[config.mk]
export PLATFORM = sky130hd
export DESIGN_NAME = replay_fifo
export DESIGN_NICKNAME = d
export VERILOG_FILES = /design/src/rtl/replay_fifo.sv
export SDC_FILE = /design/constraint.sdc
export NUM_CORES = 1
export LEC_CHECK = 0
export CAP_MARGIN = 20
export CORE_MARGIN = 4
export CORE_UTILIZATION = 40
export DETAILED_ROUTE_END_ITERATION = 12
export MAX_ROUTING_LAYER = met4
export RECOVER_POWER = 100
export SYNTH_ARGS = -nofsm -noshare
export SYNTH_HDL_FRONTEND = slang
export SYNTH_SLANG_ARGS = --single-unit
export TNS_END_PERCENT = 5
[constraint.sdc]
create_clock -name clk -period 6.9 [get_ports clk]
set_clock_uncertainty 0.05 [all_clocks]
set_input_delay 1.38 -clock clk [delete_from_list [all_inputs] [get_ports clk]]
set_output_delay 1.38 -clock clk [all_outputs]
set_load 0.02 [all_outputs]
[src/rtl/replay_fifo.sv]
// replay_fifo: parametrised FIFO that keeps read entries until they are
// acknowledged, so a lossy consumer can rewind and re-read them.
// Three pointers (write, read, ack) carry one extra MSB so that the
// full and empty states can be told apart, and they wrap naturally.
module replay_fifo #(
  parameter  int DATA_W = 16,
  parameter  int DEPTH  = 8,
  localparam int ADDR_W = $clog2(DEPTH)
) (
  input  logic              clk,
  input  logic              rst_n,
  input  logic              en,
  input  logic              wr,
  input  logic [DATA_W-1:0] data_in,
  input  logic              rd,
  input  logic              ack,
  input  logic              replay,
  output logic [DATA_W-1:0] data_out,
  output logic              valid,
  output logic              empty,
  output logic              full,
  output logic [ADDR_W:0]   level,
  output logic              ovf,
  output logic              udf
);

  localparam logic [ADDR_W:0] PtrOne   = (ADDR_W+1)'(1);
  localparam logic [ADDR_W:0] DepthVal = (ADDR_W+1)'(DEPTH);

  logic [DATA_W-1:0] mem_q [DEPTH];

  logic [ADDR_W:0]   wr_ptr_q, wr_ptr_d;
  logic [ADDR_W:0]   rd_ptr_q, rd_ptr_d;
  logic [ADDR_W:0]   ack_ptr_q, ack_ptr_d;
  logic [DATA_W-1:0] data_out_q, data_out_d;
  logic              valid_q, valid_d;
  logic              ovf_q, ovf_d;
  logic              udf_q, udf_d;

  logic wrAcc;
  logic rdReq;
  logic rdAcc;
  logic rdRej;
  logic ackAcc;
  logic ackRej;
  logic replayReq;

  // Status flags come only from the registered pointers, so every accept
  // decision below sees the state as it was at the start of the cycle.
  assign level = wr_ptr_q - ack_ptr_q;
  assign empty = (rd_ptr_q == wr_ptr_q);
  assign full  = (level == DepthVal);

  // A replay takes priority over a read in the same cycle and silences it
  // entirely (no data, no underflow).
  assign replayReq = en & replay;
  assign wrAcc     = en & wr & ~full;
  assign rdReq     = en & rd & ~replay;
  assign rdAcc     = rdReq & ~empty;
  assign rdRej     = rdReq & empty;
  assign ackAcc    = en & ack & (rd_ptr_q != ack_ptr_q);
  assign ackRej    = en & ack & (rd_ptr_q == ack_ptr_q);

  // Next-state logic for pointers, read data and the one-cycle status pulses.
  always_comb begin
    wr_ptr_d   = wr_ptr_q;
    rd_ptr_d   = rd_ptr_q;
    ack_ptr_d  = ack_ptr_q;
    data_out_d = data_out_q;
    valid_d    = 1'b0;
    ovf_d      = en & wr & full;
    udf_d      = rdRej | ackRej;

    if (wrAcc) begin
      wr_ptr_d = wr_ptr_q + PtrOne;
    end

    if (ackAcc) begin
      ack_ptr_d = ack_ptr_q + PtrOne;
    end

    // Replay rewinds to the oldest unacked entry, including any ack taken
    // in this same cycle.
    if (replayReq) begin
      rd_ptr_d = ack_ptr_d;
    end else if (rdAcc) begin
      rd_ptr_d   = rd_ptr_q + PtrOne;
      data_out_d = mem_q[rd_ptr_q[ADDR_W-1:0]];
      valid_d    = 1'b1;
    end
  end

  // Pointer and output registers, cleared asynchronously on reset.
  always_ff @(posedge clk or negedge rst_n) begin
    if (!rst_n) begin
      wr_ptr_q   <= '0;
      rd_ptr_q   <= '0;
      ack_ptr_q  <= '0;
      data_out_q <= '0;
      valid_q    <= 1'b0;
      ovf_q      <= 1'b0;
      udf_q      <= 1'b0;
    end else begin
      wr_ptr_q   <= wr_ptr_d;
      rd_ptr_q   <= rd_ptr_d;
      ack_ptr_q  <= ack_ptr_d;
      data_out_q <= data_out_d;
      valid_q    <= valid_d;
      ovf_q      <= ovf_d;
      udf_q      <= udf_d;
    end
  end

  // Storage array; contents survive reset and are only overwritten by writes.
  always_ff @(posedge clk) begin
    if (wrAcc) begin
      mem_q[wr_ptr_q[ADDR_W-1:0]] <= data_in;
    end
  end

  assign data_out = data_out_q;
  assign valid    = valid_q;
  assign ovf      = ovf_q;
  assign udf      = udf_q;

endmodule

==> results.md <==
* Outcome: finished, violations left
* Failing checks: max-capacitance violations, max-slew violations
* I/O pin count at 48
* Synth area leader: edfxtp_1
* WL/cell at 19.68 um
* Mux cell area share after synthesis at 14.66%
* Post-CTS Hold Fix Bufs at 0
* Internal power at 2279 uW
* Post-layout util at 49.80%
* Die Y at 134.3 um
* Most frequent cells in the layout: edfxtp_1, dlygate4sd3_1, mux4_2
* Remaining routing DRC violations at 0
* Via density per instance at 5.074
* Synthesis Warnings at 0
* Final Max Tran Viols at 70
* Max Cap Viol at 2
* Critical R2R Launch: wr_ptr_q[0]$_DFFE_PN0P_
* Synth Instances at 334
* Pleak at 0.002602 uW
* Net Sw Frac at 32.00%
* Root buf cell: clkbuf_16
* TritonCTS buffer count at 17
* N_diodes at 0
* Final worst path period share at 66.07%
* Pre-antenna DRT Iters at 5
* Initial DRC Count at 219
* Initial antenna violation count at 0
* Final setup fails at 0
* Setup Total Neg Slack at 0 ns
* Initial Utilization at 41.37%
* Die ar. at 18040 sq um
* Clk slew on worst S/H paths at 0.06 ns
* Syn Std Cell Area at 6382 sq um
* Design area at 7682 sq um
* First-pass GRT wire length at 18.85 mm
* Commonest non-fill, non-tap cell in the layout: edfxtp_1
* Power Dens Cells at 436.2 nW/um^2
* Share of layout cells above drive strength 1 at 19.12%
* Max clock buf depth at 2
* Post-Synth XOR/XNOR Area at 3.333%
* Total congestion overflow at 0
* Crit end category: primary output
* Slew @ Worst Pin at 1.986 ns
* Detailed-route via count at 3141
* Synth Area in Compound Gates at 2.823%
* Max VDD drop at 256.1 uV
* Routability cong. at 0.7219
* H-Tree Depth at 4
* Skew-Pair Late Insertion Delay at 0.42 ns
* Post-synth top area share at 60.22%
* CTS tree: done
* Min cycle time layout at 4.559 ns
* RR Endpoint: mem_q[2][7]$_DFFE_PP_
* Critical Path AT at 3.13 ns
* CP endpoint: full
* Die Width at 134.3 um
* Main combinational cell family by area after synthesis: multiplexers
* Syn avg cell area at 19.11 sq um
* Area of placed instances at 7152 sq um
* Drt total wl at 12.18 mm
* Worst endpoint required time at 5.47 ns
* Final HPWL DP at 6.900 mm
* Worst hold path type: reg2reg
* F_max at 219.4 MHz
* CTS sink count at 159
* Synth unique cells at 33
* Core area at 15430 sq um
* Setup bufs post-CTS at 0
* Synth Net Count at 364
* Min Hold Slack at 0.4701 ns
* Port-buffer cells at 47
* Worst-path fanout max at 9
* Kind of critical path: reg2out
* Worst setup SP type: flip-flop
* Register share of total power at 38.9%
* Top area cells in the synthesized netlist: edfxtp_1, dfrtp_1, mux4_2
* Pre-CTS WS at 2.736 ns
* CTS-repair resized insts at 0
* FF-to-FF path depth at 8
* CP startpoint: wr_ptr_q[0]$_DFFE_PN0P_
* Row cnt at 45
* Post-route ant nets at 0
* Area growth, synth to finish at 20.37%
* Fin. Hold Viols at 0
* Total track usage at 14.76%
* Setup repair after global routing missed its margin: no
* Sw power at 1072 uW
* Largest net degree at the start of global routing at 38
* Logic pwr share at 33.1%
* Worst Slack Setup Final at 2.341 ns
* Simple-gate area share of the yosys netlist at 3.509%
* Post-synthesis register bit count at 159
* NumNets Final at 425
* Sequential area share after synthesis at 72.38%
* Worst reg2reg setup slack at 2.74 ns
* Vias in the first global route at 3207
* Clock power frac at 27.9%
* Slew HR at -32.38%
* Post-synthesis adder-cell area fraction at 1.490%
worst max-delay path: stages, from the launching register on:
cell and delay, ns:
dfrtp_1 0.57, inv_1 0.18, ha_1 0.24, inv_1 0.07, fa_1 0.42, or3_1 0.41
nor2_1 0.12, dlygate4sd3_1 0.69
sequential cells by signal (all words and copies together) (netlist names):
| register | flops |
|---|---|
| wr_ptr_q | 4 |
| valid | 1 |
| rd_ptr_q | 4 |
| ack_ptr_q | 4 |
| udf | 1 |
| data_out | 16 |
| ovf | 1 |
| mem_q | 128 |
through the flow:
stage          std cells  power (uW)
2_1_floorplan        334        2128
3_3_place_gp         587        2502
3_5_place_dp         587        2527
4_1_cts              619        3471
5_1_grt              619        3536
6_report             619        3351
how the worst min path moves through the flow:
stage | start | end | slack (ns) | cells past startpoint
final | data_out[14]$_DFFE_PN0P_ | data_out[14]$_DFFE_PN0P_ | 0.47 | 2
after global routing | data_out[11]$_DFFE_PN0P_ | data_out[11]$_DFFE_PN0P_ | 0.50 | 2
after CTS | data_out[14]$_DFFE_PN0P_ | data_out[14]$_DFFE_PN0P_ | 0.48 | 2
after detailed placement | data_out[14]$_DFFE_PN0P_ | data_out[14]$_DFFE_PN0P_ | 0.47 | 2
after global placement | data_out[3]$_DFFE_PN0P_ | data_out[3]$_DFFE_PN0P_ | 0.46 | 2
after floorplan | wr_ptr_q[3]$_DFFE_PN0P_ | wr_ptr_q[3]$_DFFE_PN0P_ | 0.45 | 1
routing by layer:
metal  track usage [%]  routed length, um  vias to the layer above
li1                  -                  -                     1429
met1             19.46               5613                     1637
met2             22.46               5931                       62
met3             4.164                497                       13
met4             4.581                136                        0
met5                 -                  0                        -
layout make-up:
type / instances / area [sq um]
clock buffer: 18 / 429.2
clock inverter: 14 / 165.2
sequential: 159 / 4621
inverter: 8 / 30.03
multi-input combinational: 151 / 1657
timing repair buffer: 58 / 516.7
fill: 1311 / 7745
tap: 211 / 264.0
cell families (layout without fill, tap and decap cells):
| kind of cell | count (synthesis) | count (layout) |
|---|---|---|
| xor+xnor | 20 | 20 |
| fa+ha+maj | 7 | 7 |
| flops | 159 | 159 |
| mux | 53 | 53 |
| simple gates | 45 | 45 |
| compound gates | 26 | 26 |
| buf+inv | 24 | 98 |
power by group through the flow:
stage / Sequential, uW / Combinational (uW) / Clock [uW]
after global routing: 1330 / 1210 / 1000
after floorplan: 1340 / 789 / 0
after global placement: 1320 / 1180 / 0
final: 1300 / 1110 / 936
after detailed placement: 1330 / 1200 / 0
after CTS: 1310 / 1200 / 958
cell usage after synthesis:
| library cell | instances |
|---|---|
| a21oi_1 | 17 |
| a41oi_2 | 1 |
| a41oi_4 | 1 |
| and2_1 | 4 |
| and4_1 | 1 |
| buf_1 | 1 |
| buf_2 | 8 |
| buf_4 | 2 |
| buf_6 | 1 |
| clkbuf_1 | 4 |
| dfrtp_1 | 31 |
| edfxtp_1 | 128 |
| fa_1 | 1 |
| ha_1 | 6 |
| inv_1 | 8 |
| mux2_2 | 4 |
| mux2i_1 | 17 |
| mux4_2 | 32 |
| nand2_1 | 9 |
| nand3b_1 | 2 |
| nand4_1 | 3 |
| nor2_1 | 18 |
| nor3_1 | 2 |
| nor4_1 | 2 |
| nor4b_1 | 3 |
| o211ai_1 | 2 |
| o21ai_0 | 3 |
| o21ai_1 | 1 |
| o21ai_4 | 1 |
| or3_1 | 1 |
| xnor2_1 | 13 |
| xnor2_2 | 5 |
| xor2_1 | 2 |
No activity file was read; power rests on OpenSTA's default activity.
